**src/rtl/serial_adder_ctrl.sv**
```systemverilog
// Bit-serial adder controller: one full-adder cell walks WIDTH operand bits,
// LSB first, behind a start/done handshake. The result {c_out,sum} equals
// a + b + c_in, and overflow flags a signed two's-complement overflow.
module serial_adder_ctrl #(
    parameter int WIDTH = 8
) (
    input  logic             clk,
    input  logic             rst,
    input  logic             start,
    input  logic [WIDTH-1:0] a,
    input  logic [WIDTH-1:0] b,
    input  logic             c_in,
    output logic             ready,
    output logic             busy,
    output logic             done,
    output logic [WIDTH-1:0] sum,
    output logic             c_out,
    output logic             overflow
);

    localparam int CNT_W = (WIDTH > 1) ? $clog2(WIDTH) : 1;
    localparam logic [CNT_W-1:0] LAST_BIT = CNT_W'(WIDTH - 1);

    typedef enum logic [1:0] {
        ST_IDLE = 2'd0,
        ST_RUN  = 2'd1,
        ST_DONE = 2'd2
    } state_t;

    // One full-adder cell: returns {carry_out, sum_bit}.
    function automatic logic [1:0] full_add(input logic x, input logic y, input logic ci);
        logic s;
        logic co;
        s  = x ^ y ^ ci;
        co = (x & y) | (x & ci) | (y & ci);
        return {co, s};
    endfunction

    state_t           state_r;
    state_t           state_s;
    logic [WIDTH-1:0] shift_a_r;
    logic [WIDTH-1:0] shift_b_r;
    logic             carry_r;
    logic [CNT_W-1:0] cnt_r;
    logic [WIDTH-1:0] sum_r;
    logic             c_out_r;
    logic             overflow_r;
    logic             ready_r;
    logic             busy_r;
    logic             done_r;
    logic [1:0]       fa_s;
    logic             accept_s;
    logic             last_bit_s;

    // Next-state decode, request acceptance and the adder cell itself.
    always_comb begin
        state_s    = state_r;
        accept_s   = 1'b0;
        last_bit_s = 1'b0;
        fa_s       = full_add(shift_a_r[0], shift_b_r[0], carry_r);
        case (state_r)
            ST_IDLE: begin
                if (start) begin
                    accept_s = 1'b1;
                    state_s  = ST_RUN;
                end else begin
                    state_s  = ST_IDLE;
                end
            end
            ST_RUN: begin
                if (cnt_r == LAST_BIT) begin
                    last_bit_s = 1'b1;
                    state_s    = ST_DONE;
                end else begin
                    state_s    = ST_RUN;
                end
            end
            ST_DONE: begin
                // A start here chains straight into the next operation.
                if (start) begin
                    accept_s = 1'b1;
                    state_s  = ST_RUN;
                end else begin
                    state_s  = ST_IDLE;
                end
            end
            default: begin
                state_s = ST_IDLE;
            end
        endcase
    end

    // State register.
    always_ff @(posedge clk) begin
        if (rst) begin
            state_r <= ST_IDLE;
        end else begin
            state_r <= state_s;
        end
    end

    // Operand capture, serial shifting, carry chain and result capture.
    always_ff @(posedge clk) begin
        if (rst) begin
            shift_a_r  <= '0;
            shift_b_r  <= '0;
            carry_r    <= 1'b0;
            cnt_r      <= '0;
            sum_r      <= '0;
            c_out_r    <= 1'b0;
            overflow_r <= 1'b0;
        end else if (accept_s) begin
            shift_a_r <= a;
            shift_b_r <= b;
            carry_r   <= c_in;
            cnt_r     <= '0;
        end else if (state_r == ST_RUN) begin
            // Sum bits enter from the MSB side so bit 0 lands in place last.
            shift_a_r <= {1'b0, shift_a_r[WIDTH-1:1]};
            shift_b_r <= {1'b0, shift_b_r[WIDTH-1:1]};
            sum_r     <= {fa_s[0], sum_r[WIDTH-1:1]};
            carry_r   <= fa_s[1];
            cnt_r     <= cnt_r + CNT_W'(1);
            if (last_bit_s) begin
                // carry_r still holds the carry into the MSB at this edge.
                c_out_r    <= fa_s[1];
                overflow_r <= carry_r ^ fa_s[1];
            end
        end
    end

    // Handshake flags registered from the next state so they line up with it.
    always_ff @(posedge clk) begin
        if (rst) begin
            ready_r <= 1'b1;
            busy_r  <= 1'b0;
            done_r  <= 1'b0;
        end else begin
            ready_r <= (state_s != ST_RUN);
            busy_r  <= (state_s == ST_RUN);
            done_r  <= (state_s == ST_DONE);
        end
    end

    assign ready    = ready_r;
    assign busy     = busy_r;
    assign done     = done_r;
    assign sum      = sum_r;
    assign c_out    = c_out_r;
    assign overflow = overflow_r;

endmodule

```
**config.mk**
```make
export PLATFORM = sky130hd
export DESIGN_NAME = serial_adder_ctrl
export DESIGN_NICKNAME = d
export VERILOG_FILES = /design/src/rtl/serial_adder_ctrl.sv
export SDC_FILE = /design/constraint.sdc
export NUM_CORES = 1
export LEC_CHECK = 0
export ABC_AREA = 0
export ABC_CLOCK_PERIOD_IN_PS = 1810
export CORE_ASPECT_RATIO = 0.5
export CORE_MARGIN = 3
export CORE_UTILIZATION = 48
export DETAILED_ROUTE_END_ITERATION = 8
export PLACE_DENSITY_LB_ADDON = 0.3
export RECOVER_POWER = 50
export SYNTH_ARGS = -nofsm -noshare
export SYNTH_HDL_FRONTEND = slang
export SYNTH_SLANG_ARGS = --single-unit
```
**constraint.sdc**
```tcl
create_clock -name clk -period 1.81 [get_ports clk]
set_clock_uncertainty 0.2 [all_clocks]
set_input_delay 0.181 -clock clk [delete_from_list [all_inputs] [get_ports clk]]
set_output_delay 0.181 -clock clk [all_outputs]
set_load 0.03 [all_outputs]
```
==> metrics.md, run 1 <==
| Metric | Value |
|---|---|
| Status | complete, no violations |
| Hold Buf Count CTS | 0 |
| Fraction of registers with async set/reset | 0% |
| Vias per cell | 5.11 |
| Synth Area in Adders | 3.14% |
| Hpwl dp | 1.97 mm |
| Static leakage | 0.684 nW |
| Die height | 44.7 um |
| DR pass1 iterations | 4 |
| Synthesized instance count | 162 |
| Max-cap violation count | 0 |
| CTS Buf Count | 5 |
| Post-synth top area cell | dfxtp_1 |
| Fin crit share | 95.0% |
| Multiplexer share of the synthesized area | 2.09% |
| Grt total ovfl | 0 |
| Worst-Skew Late Latency | 0.29 ns |
| RSZ-0062 raised after global routing | false |
| Fin. Hold Viols | 0 |
| Synth Area in XOR/XNOR | 1.22% |
| DR iter-0 viols | 49 |
| Die X | 83.4 um |
| IO buf count | 32 |
| Vias in the first global route | 1209 |
| Slew Limit Fails | 0 |
| Critical path arrival | 1.34 ns |
| Register area share after synthesis | 48.8% |
| Switch share | 25.4% |
| Cell row count | 13 |
| Total global-route track usage | 19.5% |
| Internal Pwr Total | 1.22 mW |
| Synth cell count leaders | nand2_1, dfxtp_1, a21oi_1, nor2_1, a311oi_1 |
| Yosys top cell area share | 48.8% |
| Placer Congestion | 0.785 |
| Critical path's top delay family | buffers and inverters |
| Fin crit period | 1.72 ns |
| Reg-to-reg slack, setup | 0.19 ns |
| Mapped cell area | 1440 um2 |
| Compound-Gate Fraction of Synth Area | 16.3% |
| # DRC | 0 |
| Total Wirelength | 3.12 mm |
| CTS-repair resized insts | 0 |
| Worst VDD drop | 0.450 mV |
| Worst Path Buf+Inv | 1 |
| Count leader, synth | nand2_1 |
| Clk sink count | 35 |
| Maximum clock insertion buffer count | 2 |
| Clk pin slew, worst setup/hold paths | 0.07 ns |
| Setup crit end kind | primary output |
| Most used DFF post-synth | dfxtp_1 |
| Switch Pwr | 0.416 mW |
| Worst Hold Class | in -> reg |
| Yosys Warn Count | 0 |
| Routed length per instance | 13.5 um |
| Clock root buffer | clkbuf_8 |
| Synth unique cells | 24 |
| Final #Nets | 217 |
| CP startpoint kind | register |
| Filler instances | 222 |
| Post-DRT Antenna Nets | 0 |
| Worst Path Required | 1.43 ns |
| CP Cell Sequence | clkdlybuf4s50_1 |
| Core Footprint | 2720 um2 |
| Largest net degree at the start of global routing | 36 |
| FMAX | 581 MHz |
| TNS Setup | 0 ns |
| Combinational Power Share | 14.2% |
| Cell Pwr Density | 878 nW/um2 |
| Sequential share of power | 51.2% |
| Clock power share | 34.6% |
| Setup violators final | 0 |
| Share of layout cells above drive strength 1 | 9.28% |
| Max incr delay on CP | 0.69 ns |
| H-tree levels | 2 |
| Slew margin rel. | 72.3% |
| Effective utilization at floorplan | 52.9% |
| CP Max Fanout | 3 |
| Synthesis-stage register bit count | 35 |
| Main combinational cell family by area after synthesis | simple AND/OR/NAND/NOR gates |
| Average size of a mapped cell | 8.87 um2 |
| CTS tree | done |
| P&R area growth vs syn | 30.0% |
| Top post-synthesis cells by area | dfxtp_1, nand2_1, a311oi_2 |
| Simple-Gate Fraction of Synth Area | 22.0% |
| Net Count, Synth | 185 |
| Worst Max-Slew Pin Slew | 0.416 ns |
| Diodes inserted | 0 |
| EDFF count, synth | 0 |
| Die area | 3720 um2 |
| CP max-delay cell | clkdlybuf4s50_1 |
| Post CTS Setup Buffer Count | 0 |
| Initial antenna violation count | 0 |
| Ports | 33 |
| First-pass GRT wire length | 5.59 mm |
| Worst hold margin | 0.242 ns |
| Worst Setup Path Type | reg -> out |
| Via count | 1181 |
[layout make-up]
type / count / area, um2 / area share [%]
clock buffer: 6 / 82.6 / 4.42
clock inverter: 1 / 5.00 / 0.268
multi-input combinational: 113 / 643 / 34.5
sequential: 35 / 701 / 37.5
tap: 37 / 46.3 / 2.48
timing repair buffer: 39 / 389 / 20.8
[cells in the final DEF (no fill, tap or decap)]
cell             Yosys  layout
nand2_1             43      43
dfxtp_1             35      35
clkdlybuf4s50_1      0      32
nor2_1              14      14
a21oi_1             14      14
a311oi_1             7       7
nand3_1              6       6
clkbuf_8             0       6
a311oi_2             5       5
nor3_1               4       4
nand2b_1             3       3
nor2b_1              3       3
a22oi_1              3       3
mux2i_1              3       3
ha_1                 2       2
buf_4                2       2
clkbuf_2             0       2
buf_12               0       2
and2b_1              1       1
nand3b_1             1       1
xor2_1               1       1
o21ai_0              0       1
xnor2_1              1       1
fa_1                 1       1
clkinv_2             0       1
clkbuf_1             4       1
[worst reg2reg max path: cells and delay by family (launching register included)]
kind | cells | cell delay (ns)
buf+inv | 1 | 0.36
simple gates | 2 | 0.30
compound gates | 1 | 0.28
flops | 1 | 0.39
[path summary, 6_finish.rpt]
kind                                  from           end  cells past startpoint
worst max register to register  state_r[0]  shift_a_r[6]                      4
worst min-delay path                  a[7]  shift_a_r[7]                      3
worst max-delay path                sum[7]        sum[7]                      1
worst min register to register       c_out         c_out                      2
[registers in the layout (all words and copies together) (netlist names)]
register	cells
busy	1
c_out	1
carry_r	1
cnt_r	3
done	1
overflow	1
ready	1
shift_a_r	8
shift_b_r	8
state_r	2
sum	8
[power groups by stage]
| stage | clock network (mW) | registers [mW] | logic [mW] |
|---|---|---|---|
| 2_1_floorplan | 0 | 0.860 | 0.144 |
| 3_3_place_gp | 0 | 0.853 | 0.232 |
| 3_5_place_dp | 0 | 0.853 | 0.237 |
| 4_1_cts | 0.578 | 0.838 | 0.239 |
| 5_1_grt | 0.616 | 0.843 | 0.258 |
| 6_report | 0.567 | 0.838 | 0.233 |
[kinds of logic (layout without fill, tap and decap cells)]
group,after synthesis,count (layout)
buffers and inverters,14,46
muxes,3,3
xor gates and xnor gates,2,2
DFF,35,35
AOI/OAI and AO/OA,30,30
and+or+nand+nor,75,75
adders and majority gates,3,3
[layer usage]
layer  global-route usage, %  vias to the layer above  part of all wire (%)
li1                        -                      612                     -
met1                    23.8                      541                    48
met2                    31.4                       24                    45
met3                    9.67                        4                   5.9
met4                    4.89                        0                  0.74
met5                       0                        -                     0
[per-stage QoR]
step	util, %	worst slack (ns)	instances	power [mW]	area, um2
2_1_floorplan	-	0.416	162	1.00	1440
3_3_place_gp	65.8	0.310	224	1.09	1790
3_5_place_dp	65.8	0.257	224	1.09	1790
4_1_cts	69.0	0.0809	231	1.66	1880
5_1_grt	68.7	0.0145	231	1.72	1870
6_report	68.7	0.0898	231	1.64	1870
Power figures use the tool's default switching activity.
==> run 2: changes to the inputs <==
CAP_MARGIN = 25   (was not set)
==> results of run 2 <==
The final DEF is identical to that of run 1; final timing and power are the same.
==> run 3: changes to the inputs <==
SLEW_MARGIN = 25   (was not set)
==> results of run 3 <==
The final DEF is identical to that of run 1; final timing and power are the same.
